--- config.mk ---
export PLATFORM = sky130hd
export DESIGN_NAME = scheduler_fsm
export DESIGN_NICKNAME = d
export VERILOG_FILES = /design/src/rtl/scheduler_fsm.sv
export SDC_FILE = /design/constraint.sdc
export NUM_CORES = 1
export LEC_CHECK = 0
export CAP_MARGIN = 15
export CORE_MARGIN = 3
export CORE_UTILIZATION = 40
export DETAILED_ROUTE_END_ITERATION = 10
export GPL_TIMING_DRIVEN = 1
export PLACE_DENSITY_LB_ADDON = 0.05
export SYNTH_ARGS = -nofsm -noshare
export SYNTH_HDL_FRONTEND = slang
export SYNTH_SLANG_ARGS = --single-unit
--- constraint.sdc ---
create_clock -name clk -period 2.8 [get_ports clk]
set_input_delay 0.28 -clock clk [delete_from_list [all_inputs] [get_ports clk]]
set_output_delay 0.28 -clock clk [all_outputs]
set_load 0.03 [all_outputs]
--- src/rtl/scheduler_fsm.sv ---
// Annealing-sequence controller: walks RESET -> per-iteration multiply/update -> FIN,
// steering the external scheduler from the counter values it returns.
module scheduler_fsm #(
  parameter  int NN = 800,
  localparam int CW = $clog2(NN)
) (
  input  logic          clk,
  input  logic          rst_sys,
  input  logic          start,
  input  logic          abort,
  input  logic [CW:0]   n_spin,
  input  logic [15:0]   n_iter,
  input  logic [CW-1:0] count_bit,
  input  logic [CW-1:0] count_mult,
  input  logic [CW-1:0] count_spin,
  input  logic [15:0]   count_iter,
  output logic [3:0]    state,
  output logic          busy,
  output logic          done,
  output logic          cfg_err
);

  typedef enum logic [3:0] {
    IDLE    = 4'd0,
    RESET   = 4'd1,
    STMULT  = 4'd2,
    MULT    = 4'd3,
    LMULT   = 4'd4,
    LLMULT  = 4'd5,
    LLLMULT = 4'd6,
    UPDATE  = 4'd7,
    LUPDATE = 4'd8,
    IRESET  = 4'd9,
    FIN     = 4'd10
  } state_e;

  localparam logic [CW:0] SpinMax   = (CW+1)'(NN);
  localparam logic [CW:0] SpinMin   = (CW+1)'(3);
  localparam logic [CW:0] SpinOne   = (CW+1)'(1);
  localparam logic [CW:0] SpinThree = (CW+1)'(3);

  state_e      state_q, state_d;
  logic [CW:0] nSpin_q;
  logic [15:0] nIter_q;
  logic        done_q, done_d;
  logic        cfgErr_q, cfgErr_d;
  logic        startOk;
  logic        cfgValid;

  logic [CW:0] countBitExt, countMultExt, countSpinExt;

  // Counters are zero-extended so they compare against the latched spin count width.
  assign countBitExt  = {1'b0, count_bit};
  assign countMultExt = {1'b0, count_mult};
  assign countSpinExt = {1'b0, count_spin};

  assign cfgValid = (n_spin >= SpinMin) && (n_spin <= SpinMax) && (n_iter != 16'd0);

  always_comb begin
    state_d  = state_q;
    cfgErr_d = 1'b0;
    startOk  = 1'b0;
    if (abort && (state_q != IDLE)) begin
      state_d = IDLE;
    end else begin
      unique case (state_q)
        IDLE: begin
          if (start) begin
            if (cfgValid) begin
              state_d = RESET;
              startOk = 1'b1;
            end else begin
              cfgErr_d = 1'b1;
            end
          end
        end
        RESET:   if (countBitExt == nSpin_q - SpinOne) state_d = IRESET;
        IRESET:  state_d = (count_iter == nIter_q) ? FIN : STMULT;
        STMULT:  state_d = MULT;
        MULT:    if (countMultExt == nSpin_q - SpinThree) state_d = LMULT;
        LMULT:   state_d = LLMULT;
        LLMULT:  state_d = LLLMULT;
        LLLMULT: state_d = UPDATE;
        UPDATE:  state_d = (countSpinExt == nSpin_q - SpinOne) ? LUPDATE : STMULT;
        LUPDATE: state_d = IRESET;
        FIN:     state_d = IDLE;
        default: state_d = IDLE;
      endcase
    end
    done_d = (state_d == FIN);
  end

  // Config is captured only on an accepted start; later input changes wait for the next run.
  always_ff @(posedge clk) begin
    if (rst_sys) begin
      state_q  <= IDLE;
      nSpin_q  <= '0;
      nIter_q  <= '0;
      done_q   <= 1'b0;
      cfgErr_q <= 1'b0;
    end else begin
      state_q  <= state_d;
      done_q   <= done_d;
      cfgErr_q <= cfgErr_d;
      if (startOk) begin
        nSpin_q <= n_spin;
        nIter_q <= n_iter;
      end
    end
  end

  assign state   = state_q;
  assign busy    = (state_q != IDLE);
  assign done    = done_q;
  assign cfg_err = cfgErr_q;

endmodule

After elaboration in Yosys (flattened, before gate mapping)
Cells that the tools add are included.

Bits in registers: 33. Output and inout port bits: 7. Logic and storage cells: 45.

Add/subtract/negate cells: 2. Magnitude comparators: 2. Equality and inequality tests: 14. Mux-type cells: 13. Bitwise operators: 2. Reductions and logical operators: 7.

Operator list (number): 4-bit one-hot mux with 10 select lines (1); 10-bit by 11-bit equality test with 1-bit output (3); 4-bit 2-to-1 mux (7); 16-bit equality test (1); 4-bit by 3-bit equality test with 1-bit output (second input constant) (4); 16-bit nonzero test (1); 4-bit equality test (second input constant) (3); 11-bit by 2-bit >= comparator with 1-bit output (second input constant) (1); 11-bit by 10-bit <= comparator with 1-bit output (second input constant) (1); 11-bit by 1-bit subtractor with 11-bit output (second input constant) (1); 11-bit by 2-bit subtractor with 11-bit output (second input constant) (1); 4-bit by 2-bit equality test with 1-bit output (second input constant) (2); 1-bit 2-to-1 mux (5); 4-bit by 1-bit equality test with 1-bit output (second input constant) (1); 4-bit logical NOT (1); 4-bit nonzero test (1); 4-bit OR reduction (1); 1-bit logical AND (3); 1-bit inverter (2).

Longest topological paths before layout
Word-level depth: 8. Mapped depth: 10.

Least setup slack after synthesis
Ideal clock, no wire load.

Path kind: register to register. From: reg nSpin_q[0]. To: reg done_q (netlist: done). Library setup time: 123 ps. Arrival: 2495 ps. Data required time: 2677 ps. Slack: 182 ps. Stages on the path, launching flop included: 11. Buffers on the path: 1. Period minus slack after synthesis: 2618 ps. Cell sequence: dfxtp_1 -> buf_2 -> inv_1 -> ha_1 -> nor3b_2 -> nand2_1 -> xnor2_1 -> o221ai_1 -> or4_1 -> a31o_2 -> nor2b_1.

Word-level cells in the longest chain between the ends: 6. Elaborated cells between the ends (all ways): 11. Classes of those cells: add/sub (2); eq/ne (4); mux (5).

RTL lines: from (decl) (RTL line 43) `logic [CW:0] nSpin_q;`; from (signal assigned) (RTL line 106) `nSpin_q <= n_spin;`; 11-bit by 2-bit subtractor with 11-bit output / 11-bit by 1-bit subtractor with 11-bit output (equally long branches) (RTL line 80, 77, 84); 10-bit by 11-bit equality test with 1-bit output, on equally long branches (RTL line 80, 77, 84); 4-bit 2-to-1 mux, on equally long branches (RTL line 80, 77, 84); 4-bit one-hot mux with 10 select lines (*) (RTL line 66) `unique case (state_q)`; 4-bit 2-to-1 mux (*) (RTL line 63) `if (abort && (state_q != IDLE)) begin`; 4-bit equality test (*) (RTL line 90) `done_d = (state_d == FIN);`; to (signal assigned) (RTL line 103) `done_q <= done_d;`; to (decl) (RTL line 45) `logic done_q, done_d;`.

Mark *: on every way between the ends. The rest lies on a longest branch, timed or not. A chain may end at the register's enable or synchronous reset.

Worst setup path after layout
From: reg nSpin_q[4]. To: reg state_q[2] (netlist: state[2]).

Word-level cells in the longest chain between the ends: 5. Elaborated cells between the ends (all ways): 8. Classes of those cells: add/sub (2); eq/ne (2); mux (4).

RTL lines: 11-bit by 2-bit subtractor with 11-bit output / 11-bit by 1-bit subtractor with 11-bit output (equally long branches) (RTL line 80, 77); 10-bit by 11-bit equality test with 1-bit output, on equally long branches (RTL line 80, 77); 4-bit 2-to-1 mux, on equally long branches (RTL line 80, 77); 4-bit one-hot mux with 10 select lines (*) (RTL line 66); 4-bit 2-to-1 mux (*) (RTL line 63); to (signal assigned) (RTL line 102) `state_q <= state_d;`; to (decl) (RTL line 42) `state_e state_q, state_d;`.

Marks and branches as above.

==> results.json <==
{
  "status": "completed",
  "drtPass1Iterations": 4,
  "rows": 28,
  "yosysTopAreaCell": "dfxtp_1",
  "ctsHtreeMaxLevel": 2,
  "ios": 84,
  "drc": 0,
  "final_area_um2": 3750,
  "syn_inst": 325,
  "grt_pass1_wl_um": 11800,
  "fmax_mhz": 383,
  "die_y_um": 87.3,
  "drt_iter0_markers": 108,
  "required_ps": 2990,
  "drv_slew": 0,
  "synth_common_cells": "nor2_1, dfxtp_1, xnor2_1, mux2i_1, xor2_1",
  "crit_fanout": 10,
  "tightest_slew_ps": 660,
  "gp_congestion": 0.881,
  "ys_top_cells_by_area": "dfxtp_1, mux2i_1, xnor2_1",
  "routed_via_density": 5.41,
  "hp-class": "reg -> reg",
  "post-cts-setup-buffers": 0,
  "critPathCaptureType": "flop",
  "vias": 2640,
  "grt_use_total": 0.196,
  "vdd_ir_drop_max_mv": 0.319,
  "cts-root-buf": "clkbuf_8",
  "period_share": 0.934,
  "nNetsFinal": 491,
  "multi_input_comb_area_um2": 1890,
  "synth_edf_count": 0,
  "powerDensity_nw_per_um2": 397,
  "grt_pass1_vias": 2562,
  "leakagePower_nw": 1.58,
  "drive_gt1_frac": 0.0775,
  "clock_path_buffers": 2,
  "antennaDiodeCount": 0,
  "synth_cell_type_count": 54,
  "start_kind": "flop",
  "fillCellCount": 601,
  "period_minus_slack_ps": 2610,
  "setup_viol": 0,
  "dp_hpwl_um": 6040,
  "clk_pin_slew_ps": 70,
  "yosysWarnings": 0,
  "fp.dieW_um": 87.3,
  "worstPathArrival_ps": 2800,
  "netlist_area_um2": 2640,
  "finalSetupTns_ps": 0,
  "tritoncts": "done",
  "start_util": 0.429,
  "grt.overflow.total": 0,
  "ys_ff_latch": 33,
  "final_antenna_net_count": 0,
  "rsz0062_at_grt": "false",
  "synth_top_cell_area_share": 0.250,
  "cap_violations": 0,
  "totalWireLength_um": 7310,
  "synth.most_common_cell": "nor2_1",
  "post_dp_cell_area_um2": 3620,
  "hold_viol": 0,
  "dieArea_um2": 7620,
  "async_flop_share": 0,
  "fin_cells": 488,
  "insertion_delay_ps": 290,
  "finClkSkew_ps": 12.5,
  "coreArea_um2": 6170,
  "seq_area_frac_synth": 0.250,
  "wl_per_cell_um": 15.0,
  "place_inst": 480,
  "clkSinkCount": 33,
  "synth_nets": 404,
  "slew_headroom": 0.556,
  "postCtsHoldBufs": 0,
  "io_buffers": 83,
  "area_growth_pct": 41.7,
  "grt_max_degree": 28,
  "synth_ff_type": "dfxtp_1",
  "critPathKind": "reg -> reg",
  "cts_inserted_buffers": 5,
  "syn_area_per_cell_um2": 8.13,
  "regArea_um2": 663,
  "antenna_found_initial": 0
}
-- layout make-up --
class / count / area share
sequential: 33 / 0.177
inverter: 7 / 0.00701
clock inverter: 1 / 0.00802
multi-input combinational: 267 / 0.505
tap: 75 / 0.0251
clock buffer: 7 / 0.0230
timing repair buffer: 98 / 0.255
-- worst max-delay path, cell delays in order, from the launching register on --
cell	delay [ps]
dfxtp_1	370
buf_4	200
nor3_2	480
nand3_1	130
a2111o_1	440
nand2_1	80
or4b_1	450
a2111oi_2	360
-- per-stage QoR --
step	hold WS, ps	total power, mW	utilization	worst slack (ps)
2_1_floorplan	356	0.819	-	182
3_3_place_gp	498	1.03	0.587	209
3_5_place_dp	506	1.03	0.587	118
4_1_cts	525	1.50	0.606	111
5_1_grt	551	1.57	0.608	12.3
6_report	516	1.49	0.608	186
-- routing by layer --
metal / routed length (um) / GRT usage
met5: 0 / 0
met4: 74 / 0.0558
met3: 327 / 0.0350
met2: 3370 / 0.313
met1: 3530 / 0.270
-- final timing paths --
kind                            startpoint          to  slack [ps]  depth (start not counted)
worst min register to register  nIter_q[9]  nIter_q[9]         520                          2
worst max-delay path            nSpin_q[4]    state[2]         190                          7
worst max register to register  nSpin_q[4]    state[2]         190                          7
worst min-delay path            nIter_q[9]  nIter_q[9]         520                          2
-- layout by cell type (no fill, tap or decap), drive strengths merged, types with 3 or more instances in the layout --
cell / count
nand3: 10
buf: 15
inv: 7
nand2: 13
a211oi: 4
nor3: 10
dfxtp: 33
mux2i: 29
o2111ai: 4
nand4: 9
or3: 4
xnor2: 33
o21ai: 8
nor3b: 3
nor2: 41
and2: 4
xor2: 21
nor2b: 6
clkbuf: 7
and4b: 3
clkdlybuf4s50: 83
nor4: 13
nand2b: 5
a22oi: 3
a21oi: 11
-- state kept, by name (all words and copies together), names as in the netlist --
name	cells
done	1
nIter_q	16
nSpin_q	11
state	4
cfg_err	1
-- what timing repair did --
action | 4_1_cts | 5_1_grt
resized for setup | 0 | 3
endpoints found under the hold margin | 0 | 0
endpoints found under the setup margin | 0 | 2
-- cells by family (layout without fill, tap and decap cells) --
kind of cell               Yosys count  after routing  synth area share
buffers and inverters               25            113            0.0383
xor gates and xnor gates            54             54             0.179
muxes                               29             29             0.110
DFF                                 33             33             0.250
adders and majority gates            3              3            0.0132
and+or+nand+nor                    133            133             0.279
AOI/OAI and AO/OA                   48             48             0.131
-- power by group --
| group | leakage (nW) | switching, mW | internal [mW] | total [mW] |
|---|---|---|---|---|
| logic | 1.25 | 0.235 | 0.279 | 0.514 |
| registers | 0.269 | 0.0214 | 0.490 | 0.511 |
| clock network | 0.0585 | 0.172 | 0.290 | 0.462 |
| total | 1.58 | 0.428 | 1.06 | 1.49 |
Note: power is estimated with default switching activity, not from simulation.
